$ cat config.mk
export PLATFORM = sky130hd
export DESIGN_NAME = matrix_vector_mac
export DESIGN_NICKNAME = d
export VERILOG_FILES = /design/src/rtl/matrix_vector_mac.sv
export SDC_FILE = /design/constraint.sdc
export NUM_CORES = 1
export LEC_CHECK = 0
export ABC_AREA = 1
export BUFFER_PORTS_ARGS = -buffer_cell sky130_fd_sc_hd__buf_2
export CAP_MARGIN = 5
export CORE_ASPECT_RATIO = 0.5
export CORE_UTILIZATION = 60
export DETAILED_ROUTE_END_ITERATION = 10
export PLACE_DENSITY = 0.8
export SLEW_MARGIN = 20
export SYNTH_ARGS = -nofsm -noshare
export SYNTH_HDL_FRONTEND = slang
export SYNTH_SLANG_ARGS = --single-unit
$ cat constraint.sdc
create_clock -name clk -period 11.75 [get_ports clk]
set_input_delay 2.35 -clock clk [delete_from_list [all_inputs] [get_ports clk]]
set_output_delay 2.35 -clock clk [all_outputs]
set_load 0.05 [all_outputs]
$ cat src/rtl/matrix_vector_mac.sv
// Sequential 2D point transform: rows 0 and 1 of a 3x3 homogeneous matrix times (x, y, 1),
// evaluated with a single multiplier and accumulator, one column per cycle.
module matrix_vector_mac #(
   parameter int DATA_WIDTH = 8
) (
   input  logic                           clk,
   input  logic                           rst_n,
   input  logic                           start,
   input  logic [1:0]                     transform_type,
   input  logic signed [DATA_WIDTH-1:0]   x_in,
   input  logic signed [DATA_WIDTH-1:0]   y_in,
   input  logic signed [DATA_WIDTH-1:0]   param1,
   input  logic signed [DATA_WIDTH-1:0]   param2,
   output logic signed [2*DATA_WIDTH-1:0] matrix_result,
   output logic                           matrix_valid,
   output logic                           busy,
   output logic                           done
);

   localparam int PW = 2 * DATA_WIDTH;
   localparam int AW = PW + 2;

   localparam logic [1:0] TypeRotate    = 2'b00;
   localparam logic [1:0] TypeScale     = 2'b01;
   localparam logic [1:0] TypeTranslate = 2'b10;

   localparam logic signed [DATA_WIDTH-1:0] CosPos = DATA_WIDTH'(91);
   localparam logic signed [DATA_WIDTH-1:0] CosNeg = DATA_WIDTH'(-91);
   localparam logic signed [DATA_WIDTH-1:0] One    = DATA_WIDTH'(1);
   localparam logic signed [DATA_WIDTH-1:0] Zero   = '0;

   typedef enum logic [2:0] {
      StIdle,
      StSetup,
      StMacRow0,
      StEmitX,
      StMacRow1,
      StEmitY
   } state_t;

   state_t                        state_q;
   logic [1:0]                    type_q;
   logic signed [DATA_WIDTH-1:0]  x_q, y_q, p1_q, p2_q;
   logic [1:0]                    col_q;
   logic signed [AW-1:0]          acc_q;

   logic                          row1;
   logic signed [DATA_WIDTH-1:0]  coef;
   logic signed [DATA_WIDTH-1:0]  vec;
   logic signed [PW-1:0]          product;
   logic signed [AW-1:0]          acc_next;
   logic signed [AW-1:0]          row_result;

   // Coefficient M[row][col] for the current column, and the matching vector element.
   always_comb begin
      row1 = (state_q == StMacRow1);
      coef = Zero;
      unique case (type_q)
         TypeRotate: begin
            if (col_q == 2'd0)      coef = CosPos;
            else if (col_q == 2'd1) coef = row1 ? CosPos : CosNeg;
         end
         TypeScale: begin
            if (col_q == 2'd0)      coef = row1 ? Zero : p1_q;
            else if (col_q == 2'd1) coef = row1 ? p2_q : Zero;
         end
         TypeTranslate: begin
            if (col_q == 2'd0)      coef = row1 ? Zero : One;
            else if (col_q == 2'd1) coef = row1 ? One : Zero;
            else                    coef = row1 ? p2_q : p1_q;
         end
         default: begin
            if (col_q == 2'd0)      coef = row1 ? Zero : One;
            else if (col_q == 2'd1) coef = row1 ? One : Zero;
         end
      endcase

      unique case (col_q)
         2'd0:    vec = x_q;
         2'd1:    vec = y_q;
         default: vec = One;
      endcase

      product  = {{DATA_WIDTH{coef[DATA_WIDTH-1]}}, coef}
               * {{DATA_WIDTH{vec[DATA_WIDTH-1]}}, vec};
      acc_next = acc_q + {{2{product[PW-1]}}, product};
      // Rotation coefficients are cos45 scaled by 128; arithmetic shift floors.
      row_result = (type_q == TypeRotate) ? (acc_q >>> 7) : acc_q;
   end

   always_ff @(posedge clk or negedge rst_n) begin
      if (!rst_n) begin
         state_q       <= StIdle;
         type_q        <= '0;
         x_q           <= '0;
         y_q           <= '0;
         p1_q          <= '0;
         p2_q          <= '0;
         col_q         <= '0;
         acc_q         <= '0;
         matrix_result <= '0;
         matrix_valid  <= 1'b0;
         busy          <= 1'b0;
         done          <= 1'b0;
      end else begin
         matrix_valid <= 1'b0;
         done         <= 1'b0;
         unique case (state_q)
            StIdle: begin
               busy <= start;
               if (start) begin
                  type_q  <= transform_type;
                  x_q     <= x_in;
                  y_q     <= y_in;
                  p1_q    <= param1;
                  p2_q    <= param2;
                  state_q <= StSetup;
               end
            end
            StSetup: begin
               acc_q   <= '0;
               col_q   <= '0;
               state_q <= StMacRow0;
            end
            StMacRow0, StMacRow1: begin
               acc_q <= acc_next;
               col_q <= col_q + 2'd1;
               if (col_q == 2'd2) begin
                  state_q <= (state_q == StMacRow0) ? StEmitX : StEmitY;
               end
            end
            StEmitX: begin
               matrix_result <= row_result[PW-1:0];
               matrix_valid  <= 1'b1;
               acc_q         <= '0;
               col_q         <= '0;
               state_q       <= StMacRow1;
            end
            StEmitY: begin
               matrix_result <= row_result[PW-1:0];
               matrix_valid  <= 1'b1;
               done          <= 1'b1;
               state_q       <= StIdle;
            end
            default: begin
               state_q <= StIdle;
               busy    <= 1'b0;
            end
         endcase
      end
   end

endmodule

==> results.md, run 1 <==
* TritonCTS Buffers at 9
* Asr flop ratio synth at 100%
* Final hold vios at 0
* Area contributors post-synth: dfrtp_1, fa_1, nand2_1
* Initial antenna violation count at 0
* Area growth, synth to finish at 10.5%
* Slew @ Worst Pin at 1.10 ns
* Die H at 77.6 µm
* Max-slew headroom at 26.5%
* Crit. End Element: flip-flop
* Fraction of layout cells with a size suffix above 1 at 11.3%
* Arr. time, crit path at 7.21 ns
* Dpl hpwl at 12,100 µm
* Gpl congestion at 0.906
* Antenna cells at 0
* # Post-CTS Setup Buffers at 0
* Die Area at 11,900 µm²
* Final WL at 15,300 µm
* DRT iter0 DRCs at 460
* Mapped Cells at 880
* Fin crit share at 59.0%
* Largest area contributor in the netlist: dfrtp_1
* Number of global-route vias before repair at 5,701
* # hold bufs at CTS at 0
* R2R setup slack at 4.82 ns
* Yosys warning count at 0
* Worst Setup SP: type_q[1]$_DFFE_PN0P_
* Reg2Reg Launch Point: type_q[1]$_DFFE_PN0P_
* Synth Cell Area at 6860 µm²
* Root buffer cell: clkbuf_16
* Total number of vias at 5,763
* Skew final at 0.00719 ns
* WL per Instance at 14.2 µm
* Post-DRT Antenna Nets at 0
* Area occupied by multi-input gates at 4210 µm²
* Top_reg_cell synth: dfrtp_1
* Core Area at 11,000 µm²
* Status: complete, no violations
* Port Buffer Count at 55
* Max FO, Critical Path at 21
* Clk buf depth at 2
* Max incr delay on CP at 0.81 ns
* Max-cap violation count at 0
* First-pass DRT Iterations at 4
* Crit path top cell by count: nand2_1
* Most numerous cell in the Yosys netlist: nand2_1
* Distinct cells, synth at 37
* RSZ-0062 raised after global routing: no
* Reg area at 1900 µm²
* R2R cell count at 29
* First-pass GRT wire length at 26,600 µm
* CTS tree: built
* Hold-critical path depth at 1
* DIE WIDTH at 153 µm
* Min cycle time layout at 6.93 ns
* Overall routing resource usage at 28.3%
* EDFF count, synth at 0
* Largest net degree at the start of global routing at 72
* Starting Density at 62.1%
* Total Nets Final at 1,072
* Yosys top cell area share at 27.7%
* Clock H-tree levels at 3
* Syn_area_per_cell at 7.79 µm²
* CP startpoint kind: flip-flop
* PostCTS Resize Cnt at 0
* Net count after synthesis at 1,022
* Setup TNS at 0 ns
* Slowest CP cell: nor2_1
* Grt ovf at 0
* Via density at 5.34
* CP Capture Point: acc_q[17]$_DFFE_PN0P_
* Sequential fraction of the synthesis area at 27.7%
* Residual DRC at 0
* FMAX at 144 MHz
* # fillers at 917
* # clock sinks at 76
* R2R Path End: acc_q[17]$_DFFE_PN0P_
* Ports at 56
* Clock Latency Late Sink at 0.34 ns
* Worst-path clk slew at 0.06 ns
* Most common library cells after synthesis: nand2_1, inv_1, nor2_1
* Fin. max-slew vios at 0
* #FFs+latches synth at 76
* Critical Path RT at 12.03 ns
* Row count at 27
* Worst hold path type: reg -> reg
* Worst Path Class, Setup: reg -> reg
* Final setup viols at 0
## cell usage in the layout (no fill, tap or decap), types with 7 or more instances in the layout
cell         n
fa_1        57
nand2_1    180
mux2_2      18
or2_2        7
o21ai_0     48
xnor2_1      7
buf_2       54
ha_1        48
o22ai_1     10
nand3_1     22
inv_1      172
nor2_1     107
dfrtp_1     76
a31oi_1     17
clkbuf_16    9
a21oi_1     49
## flip-flops by register name (all words and copies together), names as in the netlist
signal / cells
acc_q: 18
x_q: 8
done: 1
p1_q: 8
busy: 1
col_q: 2
type_q: 2
y_q: 8
matrix_valid: 1
state_q: 3
p2_q: 8
matrix_result: 16
## cell families after synthesis
group	count (synthesis)	share of synthesized area [%]
simple gates	331	19.3
buf+inv	193	10.8
compound gates	145	12.3
fa+ha+maj	105	25.4
flops	76	27.7
mux	18	2.96
xor+xnor	12	1.53
## how the worst min path moves through the flow
stage | startpoint | to
final | p1_q[3]$_DFFE_PN0P_ | p1_q[3]$_DFFE_PN0P_
after floorplan | acc_q[6]$_DFFE_PN0P_ | acc_q[6]$_DFFE_PN0P_
after global routing | p2_q[1]$_DFFE_PN0P_ | p2_q[1]$_DFFE_PN0P_
after detailed placement | p1_q[3]$_DFFE_PN0P_ | p1_q[3]$_DFFE_PN0P_
after global placement | p1_q[3]$_DFFE_PN0P_ | p1_q[3]$_DFFE_PN0P_
after CTS | p1_q[3]$_DFFE_PN0P_ | p1_q[3]$_DFFE_PN0P_
## area by class of cell
cell class	instances	area share, %
clock buffer	11	3.21
clock inverter	5	1.11
inverter	175	8.67
multi-input combinational	611	55.6
sequential	76	25.1
tap	145	2.40
timing repair buffer	57	3.87
## stage by stage
step | instances | hold slack [ns] | area (µm²) | worst slack [ns] | util, %
after floorplan | 880 | 0.471 | 6860 | 5.74 | -
after global placement | 1064 | 0.486 | 7250 | 4.95 | 65.6
after detailed placement | 1064 | 0.488 | 7250 | 4.85 | 65.6
after CTS | 1080 | 0.502 | 7570 | 4.80 | 68.5
after global routing | 1080 | 0.526 | 7570 | 4.24 | 68.5
final | 1080 | 0.503 | 7570 | 4.82 | 68.5
## critical path: cells and delay by family, from the launching register on
| kind | cells | cell delay (ns) |
|---|---|---|
| xor gates and xnor gates | 1 | 0.15 |
| and+or+nand+nor | 15 | 2.64 |
| adders and majority gates | 6 | 2.75 |
| DFF | 1 | 0.60 |
| buffers and inverters | 5 | 0.35 |
| AOI/OAI and AO/OA | 2 | 0.38 |
## per-layer routing
layer | track usage, % | share of wire [%] | up-vias
met3 | 4.92 | 5.2 | 21
li1 | - | - | 2866
met2 | 46.5 | 45 | 186
met5 | 0 | 0 | -
met4 | 7.07 | 0.98 | 0
met1 | 39.0 | 49 | 2690
Power of run 1 is not shown: default switching activity piles up to over one toggle a cycle in this logic, so the estimate is an artifact.
==> run 2: changes to the inputs <==
clock period = 6.9 ns   (was 11.75 ns; I/O delays follow)
==> run 2 against run 1 <==
Compared with the run above: non-clock buffer count is 10 higher; highest routed layer unchanged; critical endpoint unchanged; cell count rose by 1.0%; sequential share of layout area decreased by 0.53 points; flip-flop and latch count unchanged; maximum frequency up 6.2%; first-iteration DRC count shrank 1.3%.
==> results.md, run 2 (synthesis results as in run 1) <==
* Via density at 5.50 (+3.0%)
* Ports at 56 (unchanged)
* Status: complete, no violations
* FMAX at 153 MHz (+6.2%)
* Slowest CP cell: fa_1
* WL per Instance at 14.7 µm (+3.7%)
* Post-DRT Antenna Nets at 0 (unchanged)
* Max FO, Critical Path at 9 (-57%)
* Post-layout util at 70.1% (+1.5 points)
* # clock sinks at 76 (unchanged)
* Max reg flops at 18 (unchanged)
* Fin. max-slew vios at 0 (unchanged)
* Largest net degree at the start of global routing at 53 (-26%)
* Gpl congestion at 0.956 (+5.6%)
* Max-slew headroom at 37.5% (+11 points)
* Worst Path Class, Setup: reg -> reg
* Setup TNS at 0 ns (unchanged)
* Final hold vios at 0 (unchanged)
* Dpl hpwl at 12,400 µm (+2.2%)
* Crit. End Element: flip-flop
* Commonest cells after routing, fill and taps aside: nand2_1, inv_1, nor2_1
* Slew @ Worst Pin at 0.935 ns (-0.162 ns)
* Arr. time, crit path at 6.76 ns (-0.45 ns)
* Total number of vias at 5,998 (+4.1%)
* Row count at 27 (unchanged)
* Fraction of layout cells with a size suffix above 1 at 14.8% (+3.5 points)
* Port Buffer Count at 55 (unchanged)
* Max incr delay on CP at 0.56 ns (-0.25 ns)
* TritonCTS Buffers at 9 (unchanged)
* Antenna cells at 0 (unchanged)
* Overall routing resource usage at 28.6% (+0.30 points)
* Clock H-tree levels at 3 (unchanged)
* Residual DRC at 0 (unchanged)
* # hold bufs at CTS at 0 (unchanged)
* Die H at 77.6 µm (unchanged)
* Number of global-route vias before repair at 6,009 (+5.4%)
* Critical Path RT at 7.13 ns (-4.90 ns)
* Core Area at 11,000 µm² (unchanged)
* Final WL at 16,100 µm (+4.8%)
* Commonest non-fill, non-tap cell in the layout: nand2_1
* Worst hold path type: reg -> reg
* Final setup viols at 0 (unchanged)
* Initial antenna violation count at 0 (unchanged)
* Starting Density at 62.1% (unchanged)
* CP startpoint kind: flip-flop
* Area growth, synth to finish at 12.9%
* Top reg by flops: acc_q
* DRT iter0 DRCs at 454 (-1.3%)
* Fin crit share at 94.6% (+36 points)
* DIE WIDTH at 153 µm (unchanged)
* Total Nets Final at 1,083 (+1.0%)
* Worst slack, placed at 0.102 ns (-4.75 ns)
* Final setup margin at 0.375 ns (-4.44 ns)
* First-pass GRT wire length at 27,200 µm (+2.1%)
* Crit path top cell by count: inv_1
* Grt ovf at 0 (unchanged)
* Clock Latency Late Sink at 0.34 ns (about the same)
* Worst-path clk slew at 0.06 ns (about the same)
* Skew final at 0.00631 ns (-0.000882 ns)
* Clk buf depth at 2 (unchanged)
* Regs by FF count: acc_q: 18 flops, matrix_result: 16 flops
* First-pass DRT Iterations at 5 (+1)
* Die Area at 11,900 µm² (unchanged)
* CTS tree: built
* Max-cap violation count at 0 (unchanged)
* Root buffer cell: clkbuf_16
* Min cycle time layout at 6.52 ns (-0.407 ns)
==> run 2: cell types whose count changed in the layout (fill, tap and decap cells not counted), moves of 2 or more <==
| cell | before | now |
|---|---|---|
| ha_4 | 0 | 2 |
| a21oi_1 | 49 | 47 |
| fa_2 | 0 | 2 |
| buf_4 | 3 | 12 |
| clkinvlp_4 | 2 | 4 |
| nand2_2 | 1 | 4 |
| a21oi_2 | 0 | 2 |
| ha_1 | 48 | 46 |
| fa_1 | 57 | 55 |
| inv_2 | 1 | 8 |
| nand2_1 | 180 | 176 |
| nor2_1 | 107 | 105 |
| inv_1 | 172 | 164 |
==> run 2: repair_timing <==
item / in CTS / in global routing
setup endpoints to repair: 0 / 7
setup buffers: 0 / 7
gates resized for setup: 0 / 27
==> run 2: worst paths after layout <==
kind / slack [ns] / from / depth (start not counted) / endpoint
min: 0.51 / p2_q[6]$_DFFE_PN0P_ / 1 / p2_q[6]$_DFFE_PN0P_
max: 0.38 / col_q[0]$_DFFE_PN0P_ / 32 / acc_q[17]$_DFFE_PN0P_
max reg2reg: 0.38 / col_q[0]$_DFFE_PN0P_ / 32 / acc_q[17]$_DFFE_PN0P_
max in group asynchronous: 4.99 / rst_n / 2 / state_q[1]$_DFFE_PN0P_
min reg2reg: 0.51 / p2_q[6]$_DFFE_PN0P_ / 1 / p2_q[6]$_DFFE_PN0P_
min in group asynchronous: 0.93 / rst_n / 1 / matrix_result[13]$_DFFE_PN0P_
==> run 2: stage by stage <==
stage          cell area, µm²  hold WS (ns)  std cells
3_3_place_gp             7270         0.491       1067
6_report                 7740         0.512       1091
2_1_floorplan            6860         0.471        880
4_1_cts                  7590         0.517       1083
3_5_place_dp             7270         0.503       1067
5_1_grt                  7740         0.529       1091
==> run 2: critical path: cells and delay by family (launching register included) <==
kind	cells	cell delay [ns]
xor+xnor	1	0.17
simple gates	9	0.92
fa+ha+maj	7	3.03
flops	1	0.44
compound gates	8	1.33
buf+inv	7	0.55
==> run 2: final cells by class <==
type	instances	area, µm²
fill	842	3310
timing repair buffer	67	380
clock buffer	10	229
sequential	76	1900
inverter	175	664
clock inverter	6	88.8
timing repair inverter	1	5.00
multi-input combinational	611	4290
tap	145	181
==> run 2: per-layer routing <==
layer | track usage [%] | vias to the layer above | part of all wire (%)
li1 | - | 2894 | -
met1 | 38.3 | 2814 | 46
met2 | 48.7 | 252 | 46
met3 | 4.02 | 38 | 6.3
met4 | 7.98 | 0 | 1.7
met5 | 0 | - | 0
Power of run 2 is left out for the same reason.
==> run 3: changes to the inputs <==
BUFFER_PORTS_ARGS = unset   (was -buffer_cell sky130_fd_sc_hd__buf_2)
DONT_BUFFER_PORTS = 1   (was unset)
PLACE_DENSITY = 0.76   (was 0.8)
==> run 3 against run 2 <==
Compared with the run above: routed wire length down 6.4%; highest routed layer unchanged; largest cell class unchanged; setup slack worse by 0.0045 ns; maximum frequency about the same; die area unchanged; clock skew up 0.0054 ns; critical path depth down 1; utilization down 2.4 points; register-to-register slack about the same; flip-flop and latch count unchanged.
==> results.md, run 3 (synthesis results as in run 1) <==
* Status: complete, no violations
* Grt ovf at 0 (unchanged)
* DIE WIDTH at 153 µm (unchanged)
* Die H at 77.6 µm (unchanged)
* Clk buf depth at 2 (unchanged)
* Slew @ Worst Pin at 0.940 ns (+0.00460 ns)
* # clock sinks at 76 (unchanged)
* Top reg by flops: acc_q
* First-pass GRT wire length at 25,500 µm (-6.1%)
* DRT iter0 DRCs at 319 (-30%)
* Max FO, Critical Path at 8 (-1)
* Number of global-route vias before repair at 5,512 (-8.3%)
* Initial antenna violation count at 0 (unchanged)
* Core Area at 11,000 µm² (unchanged)
* CTS tree: built
* Fraction of layout cells with a size suffix above 1 at 9.98% (-4.8 points)
* Crit. End Element: flip-flop
* Commonest non-fill, non-tap cell in the layout: nand2_1
* Residual DRC at 0 (unchanged)
* Worst hold path type: reg -> reg
* Max incr delay on CP at 0.55 ns (about the same)
* Antenna cells at 0 (unchanged)
* CP delay by family, top: adder cells
* Gpl congestion at 0.948 (-0.87%)
* Hold-critical path depth at 2 (+1)
* Ports at 56 (unchanged)
* WL per Instance at 14.5 µm (-1.5%)
* R2R setup slack at 0.37 ns (about the same)
* R2R cell count at 31 (-3.1%)
* Worst slack, placed at 0.128 ns (+0.0264 ns)
* Max-slew headroom at 37.2% (-0.31 points)
* Worst Path Class, Setup: reg -> reg
* Root buffer cell: clkbuf_16
* Min cycle time layout at 6.53 ns (+0.00448 ns)
* Worst hold start: x_q[3]$_DFFE_PN0P_
* Crit path top cell by count: nand2_1
* Clock H-tree levels at 3 (unchanged)
* Final hold vios at 0 (unchanged)
* Fin crit share at 94.6% (about the same)
* FMAX at 153 MHz (about the same)
* Dpl hpwl at 11,900 µm (-4.5%)
* Post-DRT Antenna Nets at 0 (unchanged)
* Worst-path clk slew at 0.06 ns (about the same)
* Hold path endpoint: x_q[3]$_DFFE_PN0P_
* Via density at 5.40 (-1.8%)
* Final WL at 15,100 µm (-6.4%)
* Port Buffer Count at 0 (-100%)
* Max-cap violation count at 0 (unchanged)
* Commonest cells after routing, fill and taps aside: nand2_1, inv_1, nor2_1
* First-pass DRT Iterations at 7 (+2)
* Area growth, synth to finish at 9.07%
* Max reg flops at 18 (unchanged)
* Total number of vias at 5,600 (-6.6%)
* Final setup viols at 0 (unchanged)
* TritonCTS Buffers at 9 (unchanged)
* Arr. time, crit path at 6.80 ns (+0.04 ns)
* Clock Latency Late Sink at 0.34 ns (about the same)
* Die Area at 11,900 µm² (unchanged)
* R2R Path End: acc_q[17]$_DFFE_PN0P_
* # fillers at 896 (+6.4%)
* Reg2Reg Launch Point: col_q[0]$_DFFE_PN0P_
* Final setup margin at 0.371 ns (-0.00448 ns)
* Slowest CP cell: fa_1
* CP startpoint kind: flip-flop
* Row count at 27 (unchanged)
* Largest net degree at the start of global routing at 77 (+45%)
* Critical Path RT at 7.17 ns (+0.04 ns)
* Skew final at 0.0117 ns (+0.00537 ns)
* Worst Path Buf+Inv at 8 (+1)
* Total Nets Final at 1,029 (-5.0%)
* Regs by FF count: acc_q: 18 flops, matrix_result: 16 flops
* # hold bufs at CTS at 0 (unchanged)
* Fin. max-slew vios at 0 (unchanged)
* Overall routing resource usage at 27.1% (-1.4 points)
* Starting Density at 62.1% (unchanged)
[run 3: cell count changes in the layout (fill, tap and decap cells not counted), moves of 2 or more]
cell / before / now
nand2_2: 4 / 2
inv_2: 8 / 10
nor2_2: 3 / 5
buf_4: 12 / 14
buf_2: 54 / 0
inv_1: 164 / 162
nand2_1: 176 / 178
[run 3: through the flow]
step / instance area [µm²] / TNS, ns / hold slack [ns] / instances / util [%]
2_1_floorplan: 6860 / 0 / 0.471 / 880 / -
3_3_place_gp: 6980 / 0 / 0.491 / 1011 / 63.2
3_5_place_dp: 6980 / 0 / 0.501 / 1011 / 63.2
4_1_cts: 7310 / 0 / 0.515 / 1027 / 66.1
5_1_grt: 7480 / -0.0918 / 0.527 / 1037 / 67.7
6_report: 7480 / 0 / 0.514 / 1037 / 67.7
[run 3: repair_timing]
action / in CTS / in global routing
setup buffers: 0 / 10
endpoints found under the setup margin: 0 / 7
gates resized for setup: 0 / 30
[run 3: worst max-delay path by stage]
stage                                    start  slack [ns]                    end  cells after the start
after global routing      col_q[0]$_DFFE_PN0P_       -0.05  acc_q[17]$_DFFE_PN0P_                     34
after floorplan           col_q[0]$_DFFE_PN0P_        0.89  acc_q[17]$_DFFE_PN0P_                     34
final                     col_q[0]$_DFFE_PN0P_        0.37  acc_q[17]$_DFFE_PN0P_                     31
after global placement    col_q[0]$_DFFE_PN0P_        0.34  acc_q[15]$_DFFE_PN0P_                     35
after CTS                 col_q[0]$_DFFE_PN0P_        0.09  acc_q[17]$_DFFE_PN0P_                     36
after detailed placement  col_q[0]$_DFFE_PN0P_        0.13  acc_q[17]$_DFFE_PN0P_                     36
[run 3: tightest hold or removal path, cell delays in order (launching register included)]
cell	delay, ns
dfrtp_1	0.32
inv_1	0.05
a21oi_1	0.11
[run 3: final cells by class]
type	instances	area (µm²)	area share [%]
clock inverters	6	95.1	1.27
flip-flops and latches	76	1900	25.4
well taps	145	181	2.43
repair buffers	14	105	1.41
multi-input cells	611	4300	57.5
clock buffers	10	229	3.06
inverters	175	664	8.89
[run 3: layer usage]
layer  track usage [%]  wire [µm]  share of wire, %  vias to the layer above
met5                 0          0                 0                        -
met4              6.36        201               1.3                        0
met3              5.87        985               6.5                       22
met2              43.1       6560                44                      189
met1              38.1       7310                49                     2604
li1                  -          -                 -                     2785
Power of run 3 is left out for the same reason.
